<file path="src/rtl/imm_gen_pipe.sv">
// imm_gen_pipe: pipelined RISC-V field extractor and immediate generator (R/I/S/B/U/J).
// One 32-bit instruction is accepted per valid/ready handshake. Decoded results sit behind
// a 2-entry skid buffer (main output register + skid register), so in_ready comes from a flop.
//
// Ports:
//   clk, rst              rising-edge clock, synchronous active-high reset
//   in_valid/in_ready     input handshake, instr_word is the raw instruction
//   out_valid/out_ready   output handshake
//   imm                   sign-extended XLEN immediate (0 for R and illegal)
//   rs1, rs2, rd          register indices, always extracted raw
//   funct3, funct7        function fields, always extracted raw
//   fmt                   0=R 1=I 2=S 3=B 4=U 5=J 7=illegal
//   illegal               opcode not recognised
module imm_gen_pipe #(
    parameter int unsigned XLEN     = 32,
    parameter bit          RV64_OPS = 1'b0
) (
    input  logic            clk,
    input  logic            rst,
    input  logic            in_valid,
    output logic            in_ready,
    input  logic [31:0]     instr_word,
    output logic            out_valid,
    input  logic            out_ready,
    output logic [XLEN-1:0] imm,
    output logic [4:0]      rs1,
    output logic [4:0]      rs2,
    output logic [4:0]      rd,
    output logic [2:0]      funct3,
    output logic [6:0]      funct7,
    output logic [2:0]      fmt,
    output logic            illegal
);

    localparam logic [2:0] FmtR   = 3'd0;
    localparam logic [2:0] FmtI   = 3'd1;
    localparam logic [2:0] FmtS   = 3'd2;
    localparam logic [2:0] FmtB   = 3'd3;
    localparam logic [2:0] FmtU   = 3'd4;
    localparam logic [2:0] FmtJ   = 3'd5;
    localparam logic [2:0] FmtIll = 3'd7;

    // RV64-only opcodes are never legal on a 32-bit datapath.
    localparam bit Rv64En = RV64_OPS && (XLEN == 64);

    typedef struct packed {
        logic [XLEN-1:0] imm;
        logic [4:0]      rs1;
        logic [4:0]      rs2;
        logic [4:0]      rd;
        logic [2:0]      funct3;
        logic [6:0]      funct7;
        logic [2:0]      fmt;
        logic            illegal;
    } dec_t;

    dec_t               dec;
    logic signed [31:0] imm32;

    always_comb begin
        dec        = '0;
        imm32      = '0;
        dec.rs1    = instr_word[19:15];
        dec.rs2    = instr_word[24:20];
        dec.rd     = instr_word[11:7];
        dec.funct3 = instr_word[14:12];
        dec.funct7 = instr_word[31:25];
        case (instr_word[6:0])
            7'b0000011, 7'b0010011, 7'b1100111, 7'b1110011: dec.fmt = FmtI;
            7'b0011011: dec.fmt = Rv64En ? FmtI : FmtIll;
            7'b0100011: dec.fmt = FmtS;
            7'b1100011: dec.fmt = FmtB;
            7'b0110111, 7'b0010111: dec.fmt = FmtU;
            7'b1101111: dec.fmt = FmtJ;
            7'b0110011: dec.fmt = FmtR;
            7'b0111011: dec.fmt = Rv64En ? FmtR : FmtIll;
            default:    dec.fmt = FmtIll;
        endcase
        dec.illegal = (dec.fmt == FmtIll);
        // Every immediate fits in 32 bits; build it signed, then widen with sign extension.
        case (dec.fmt)
            FmtI: imm32 = 32'($signed(instr_word[31:20]));
            FmtS: imm32 = 32'($signed({instr_word[31:25], instr_word[11:7]}));
            FmtB: imm32 = 32'($signed({instr_word[31], instr_word[7], instr_word[30:25],
                                       instr_word[11:8], 1'b0}));
            FmtU: imm32 = $signed({instr_word[31:12], 12'b0});
            FmtJ: imm32 = 32'($signed({instr_word[31], instr_word[19:12], instr_word[20],
                                       instr_word[30:21], 1'b0}));
            default: imm32 = '0;
        endcase
        dec.imm = XLEN'(imm32);
    end

    dec_t main_q, main_d, skid_q, skid_d;
    logic main_valid_q, main_valid_d, skid_valid_q, skid_valid_d;
    logic accept, pop;

    assign in_ready  = !skid_valid_q;
    assign out_valid = main_valid_q;
    assign accept    = in_valid && in_ready;
    assign pop       = main_valid_q && out_ready;

    always_comb begin
        main_d       = main_q;
        main_valid_d = main_valid_q;
        skid_d       = skid_q;
        skid_valid_d = skid_valid_q;
        if (pop) begin
            // accept cannot coincide with a full skid since in_ready is low then.
            if (skid_valid_q) begin
                main_d       = skid_q;
                skid_valid_d = 1'b0;
            end else if (accept) begin
                main_d = dec;
            end else begin
                main_valid_d = 1'b0;
            end
        end else if (accept) begin
            if (main_valid_q) begin
                skid_d       = dec;
                skid_valid_d = 1'b1;
            end else begin
                main_d       = dec;
                main_valid_d = 1'b1;
            end
        end
    end

    always_ff @(posedge clk) begin
        if (rst) begin
            main_q       <= '0;
            main_valid_q <= 1'b0;
            skid_q       <= '0;
            skid_valid_q <= 1'b0;
        end else begin
            main_q       <= main_d;
            main_valid_q <= main_valid_d;
            skid_q       <= skid_d;
            skid_valid_q <= skid_valid_d;
        end
    end

    assign imm     = main_q.imm;
    assign rs1     = main_q.rs1;
    assign rs2     = main_q.rs2;
    assign rd      = main_q.rd;
    assign funct3  = main_q.funct3;
    assign funct7  = main_q.funct7;
    assign fmt     = main_q.fmt;
    assign illegal = main_q.illegal;

endmodule

</file>
<file path="config.mk">
export PLATFORM = sky130hd
export DESIGN_NAME = imm_gen_pipe
export DESIGN_NICKNAME = d
export VERILOG_FILES = /design/src/rtl/imm_gen_pipe.sv
export SDC_FILE = /design/constraint.sdc
export NUM_CORES = 1
export LEC_CHECK = 0
export ABC_AREA = 0
export BUFFER_PORTS_ARGS = -buffer_cell sky130_fd_sc_hd__buf_2
export CAP_MARGIN = 0
export CORE_ASPECT_RATIO = 1.5
export CORE_UTILIZATION = 39
export DETAILED_ROUTE_END_ITERATION = 8
export GPL_TIMING_DRIVEN = 0
export MAX_ROUTING_LAYER = met4
export REMOVE_ABC_BUFFERS = 1
export SLEW_MARGIN = 20
export SYNTH_ARGS = -nofsm -noshare
export SYNTH_HDL_FRONTEND = slang
export SYNTH_SLANG_ARGS = --single-unit
</file>
<file path="constraint.sdc">
create_clock -name clk -period 2.46 [get_ports clk]
set_clock_uncertainty 0.1 [all_clocks]
set_input_delay 0.492 -clock clk [delete_from_list [all_inputs] [get_ports clk]]
set_output_delay 0.492 -clock clk [all_outputs]
set_load 0.01 [all_outputs]
</file>
==> reports/results.tsv <==
stage	metric	value	unit
synth	Synth Area in Compound Gates	0.2668	
setup_path	kind of critical path	input port to flop	
synth	Top FF cell, synth	dfxtp_1	
floorplan	site row count	51	
final_layout	Util after Layout	0.4902	
pwr	P_int	3.821	mW
synth	Yosys cell types	58	
synth	combinational family with the most area after synthesis	compound AO/OA/AOI/OAI gates	
clock_network	CTS sink count	124	
routing	via/cell ratio	5.628	
routing	metal3 WL	770	um
setup_path	WP buf/inv	2	
setup_path	Worst path slowest cell	clkinvlp_2	
routing	WL final	15210	um
floorplan	Starting Density	0.4011	
clock_network	H-tree levels	4	
pwr	total power	5.165	mW
synth	Adder-Cell Fraction of Synth Area	0	
sta	Slew Limit Headroom	0.2808	
outcome	status	finished clean	
synth	Post-Syn Area	0.005248	mm^2
setup_path	max incr delay on CP	0.84	ns
global_route	initial antenna violation count	0	
sta	worst-margin pin slew	1.078	ns
sta	worst hold slack	0.2354	ns
sta	Final Setup Violations	0	
floorplan	Ports	99	
setup_path	crit-path cells	buf_4 -> clkinvlp_2 -> nand4_1 -> o211ai_1	
pwr	PD cells	805.5	mW/mm^2
placed_design	Setup WS pre-CTS	-0.7024	ns
setup_path	Critical Path Source	rst	
job	max_cap viols	0	
synth	Yosys top cell area share	0.4731	
routing	via count	4851	
clock_network	Clock Tree Buf Depth	2	
setup_path	WP data arrival	2.38	ns
placed_design	post-place instance area	0.005782	mm^2
synth	simple-gate share of the synthesized area	0.1989	
floorplan	Die X	96.71	um
global_route	largest net degree at the start of global routing	73	
final_layout	Area growth syn-to-layout	22.20	%
pwr	Flop pwr share	0.418	
pwr	leakage power	2.562	nW
placed_design	I/O Buffers	98	
clock_network	clk slew on worst S/H paths	0.06	ns
final_layout	final instance area	0.006412	mm^2
synth	Post-synth EDFFs	0	
routing	max layer used	met4	
synth	commonest cells in the synthesized netlist	dfxtp_1, nand2_1, a21oi_1, nor2_1, o21ai_0	
setup_path	flop2flop setup slack	0.25	ns
floorplan	Die ar.	0.01393	mm^2
setup_path	FF-to-FF End	funct7[3]	
setup_path	Worst EP required	2.62	ns
setup_path	R2R cell count	5	
setup_path	CP delay by family, top	buffers and inverters	
pwr	clock share of power	0.478	
sta	Final WS setup	0.2427	ns
clock_network	# Post-CTS Setup Buffers	0	
global_route	overall global routing resource usage	0.2267	
routing	Starting DRT DRC Count	275	
final_layout	Fill cells	1270	
synth	async set-reset flop share out of synthesis	0	
pwr	Peak VDD IR	0.5156	mV
worst_hold_path	Worst Hold End	skid_q[25]	
routing	DR pass1 iterations	4	
global_route	grt ovf	0	
clock_network	CTS tree	done	
sta	part of the cycle the worst path needs	0.9013	
sta	achievable frequency	451.0	MHz
clock_network	Clock Latency Late Sink	0.41	ns
floorplan	Core Area	0.01308	mm^2
routing	WL met1	6237	um
pwr	NetSw	1.344	mW
final_layout	share of cells above drive strength 1	0.2361	
setup_path	crit path capture type	flop	
routing	Met2 Routed Length	7850	um
synth	syn_area_per_cell	8.519	um^2
synth	post-synthesis mux area share	0.001907	
routing	wire length per cell	17.64	um
floorplan	Die Span Y	144.1	um
sta	Final TNS setup	0	ns
sta	Fin. Hold Viols	0	
synth	xor/xnor share of the synthesized area	0.001669	
pwr	Logic pwr share	0.104	
sta	final slew viol count	0	
global_route	global-route wire length before repair	24200	um
placed_design	gp weighted congestion	0.8249	
routing	DRC Markers	0	
setup_path	Startpoint Class	input port	
placed_design	DP Cell Count	827	
worst_hold_path	hold wc startpoint	instr_word[16]	
pwr	sw frac	0.2601	
synth	Ys Warns	0	
sta	clock period minus worst slack	2.217	ns
setup_path	CP max FO	73	
placed_design	Detailed Place HPWL	9506	um
routing	ANT nets after route	0	
worst_hold_path	Hold Path Class	input port to flop	
final_layout	# diodes	0	
sta	RSZ-0062 raised after global routing	false	
synth	cell with the most instances after synthesis	dfxtp_1	
synth	Post-Synthesis Cells	616	
synth	largest cells by area after synthesis	dfxtp_1, nand2_1, a21oi_1	
global_route	vias in the first global route	4860	
setup_path	FF-to-FF Start	skid_valid_q	
clock_network	root buf cell	clkbuf_16	
clock_network	CTS buffer count	17	
final_layout	Final #Nets	726	
synth	sequential fraction of the synthesis area	0.4731	
worst_hold_path	worst hold path cell count	3	
final_layout	Final Non-Filler Cells	862	
synth	largest area contributor in the netlist	dfxtp_1	
synth	count of state elements after synthesis	124	
-- power by group through the flow --
stage / combinational (mW) / sequential, mW / clock [mW]
6_report: 0.537 / 2.16 / 2.47
2_1_floorplan: 0.246 / 2.23 / 0
3_3_place_gp: 0.496 / 2.20 / 0
3_5_place_dp: 0.526 / 2.20 / 0
4_1_cts: 0.534 / 2.16 / 2.50
5_1_grt: 0.594 / 2.17 / 2.60
-- metal layers --
metal / up-vias / track usage
met5: - / -
met4: 0 / 0.1053
met3: 28 / 0.05172
met2: 167 / 0.3999
met1: 2303 / 0.2415
li1: 2353 / -
-- final cells by class --
cell class              instances  area [um^2]  area share
clock inverters                13        143.9     0.02244
inverters                       5        22.52    0.003512
repair inverters                2        12.51    0.001951
multi-input cells             437         2514      0.3920
flip-flops and latches        124         2482      0.3871
well taps                     159        198.9     0.03102
clock buffers                  19        442.9     0.06907
repair buffers                103        595.6     0.09288
-- repair_timing --
item	CTS	global route
setup endpoints to repair	23	27
pin swaps	0	1
cloned	1	2
hold buffers	0	0
gates resized for setup	5	1
-- how the worst max path moves through the flow --
stage,endpoint,slack (ns),depth (start not counted)
finish,imm[11],0.24,4
global route,funct7[4],0.03,5
CTS,imm[2],0.14,5
detailed placement,skid_q[50],-0.70,5
global placement,skid_q[38],-1.21,5
floorplan,imm[20],-0.09,5
-- worst register-to-register path, stage by stage (launching register included) --
cell and delay [ns]:
dfxtp_1 0.56, nand3_2 0.52, buf_16 0.36, and2_1 0.21, a211oi_1 0.24, nor3_1 0.08
-- sequential cells by signal, indices dropped and copies added (netlist names) --
name          flops
funct7            7
rd                5
rs1               5
rs2               5
skid_valid_q      1
funct3            3
out_valid         1
skid_q           61
illegal           1
imm              32
fmt               3
-- cell families after synthesis --
kind of cell | Yosys count
XOR/XNOR | 1
AO/OA/AOI/OAI | 213
AND/OR/NAND/NOR | 221
multiplexers | 1
flip-flops | 124
buffers and inverters | 56
-- cells in the final DEF, fill, tap and decap left out, types with 14 or more instances in the layout --
cell and instances:
a21oi_1 80, a311oi_1 19, buf_2 97, clkbuf_16 17
dfxtp_1 124, nand2_1 115, nor2_1 46, nor3_1 14
o21ai_0 37, o2bb2ai_1 17
(Power assumes the default switching activity.)
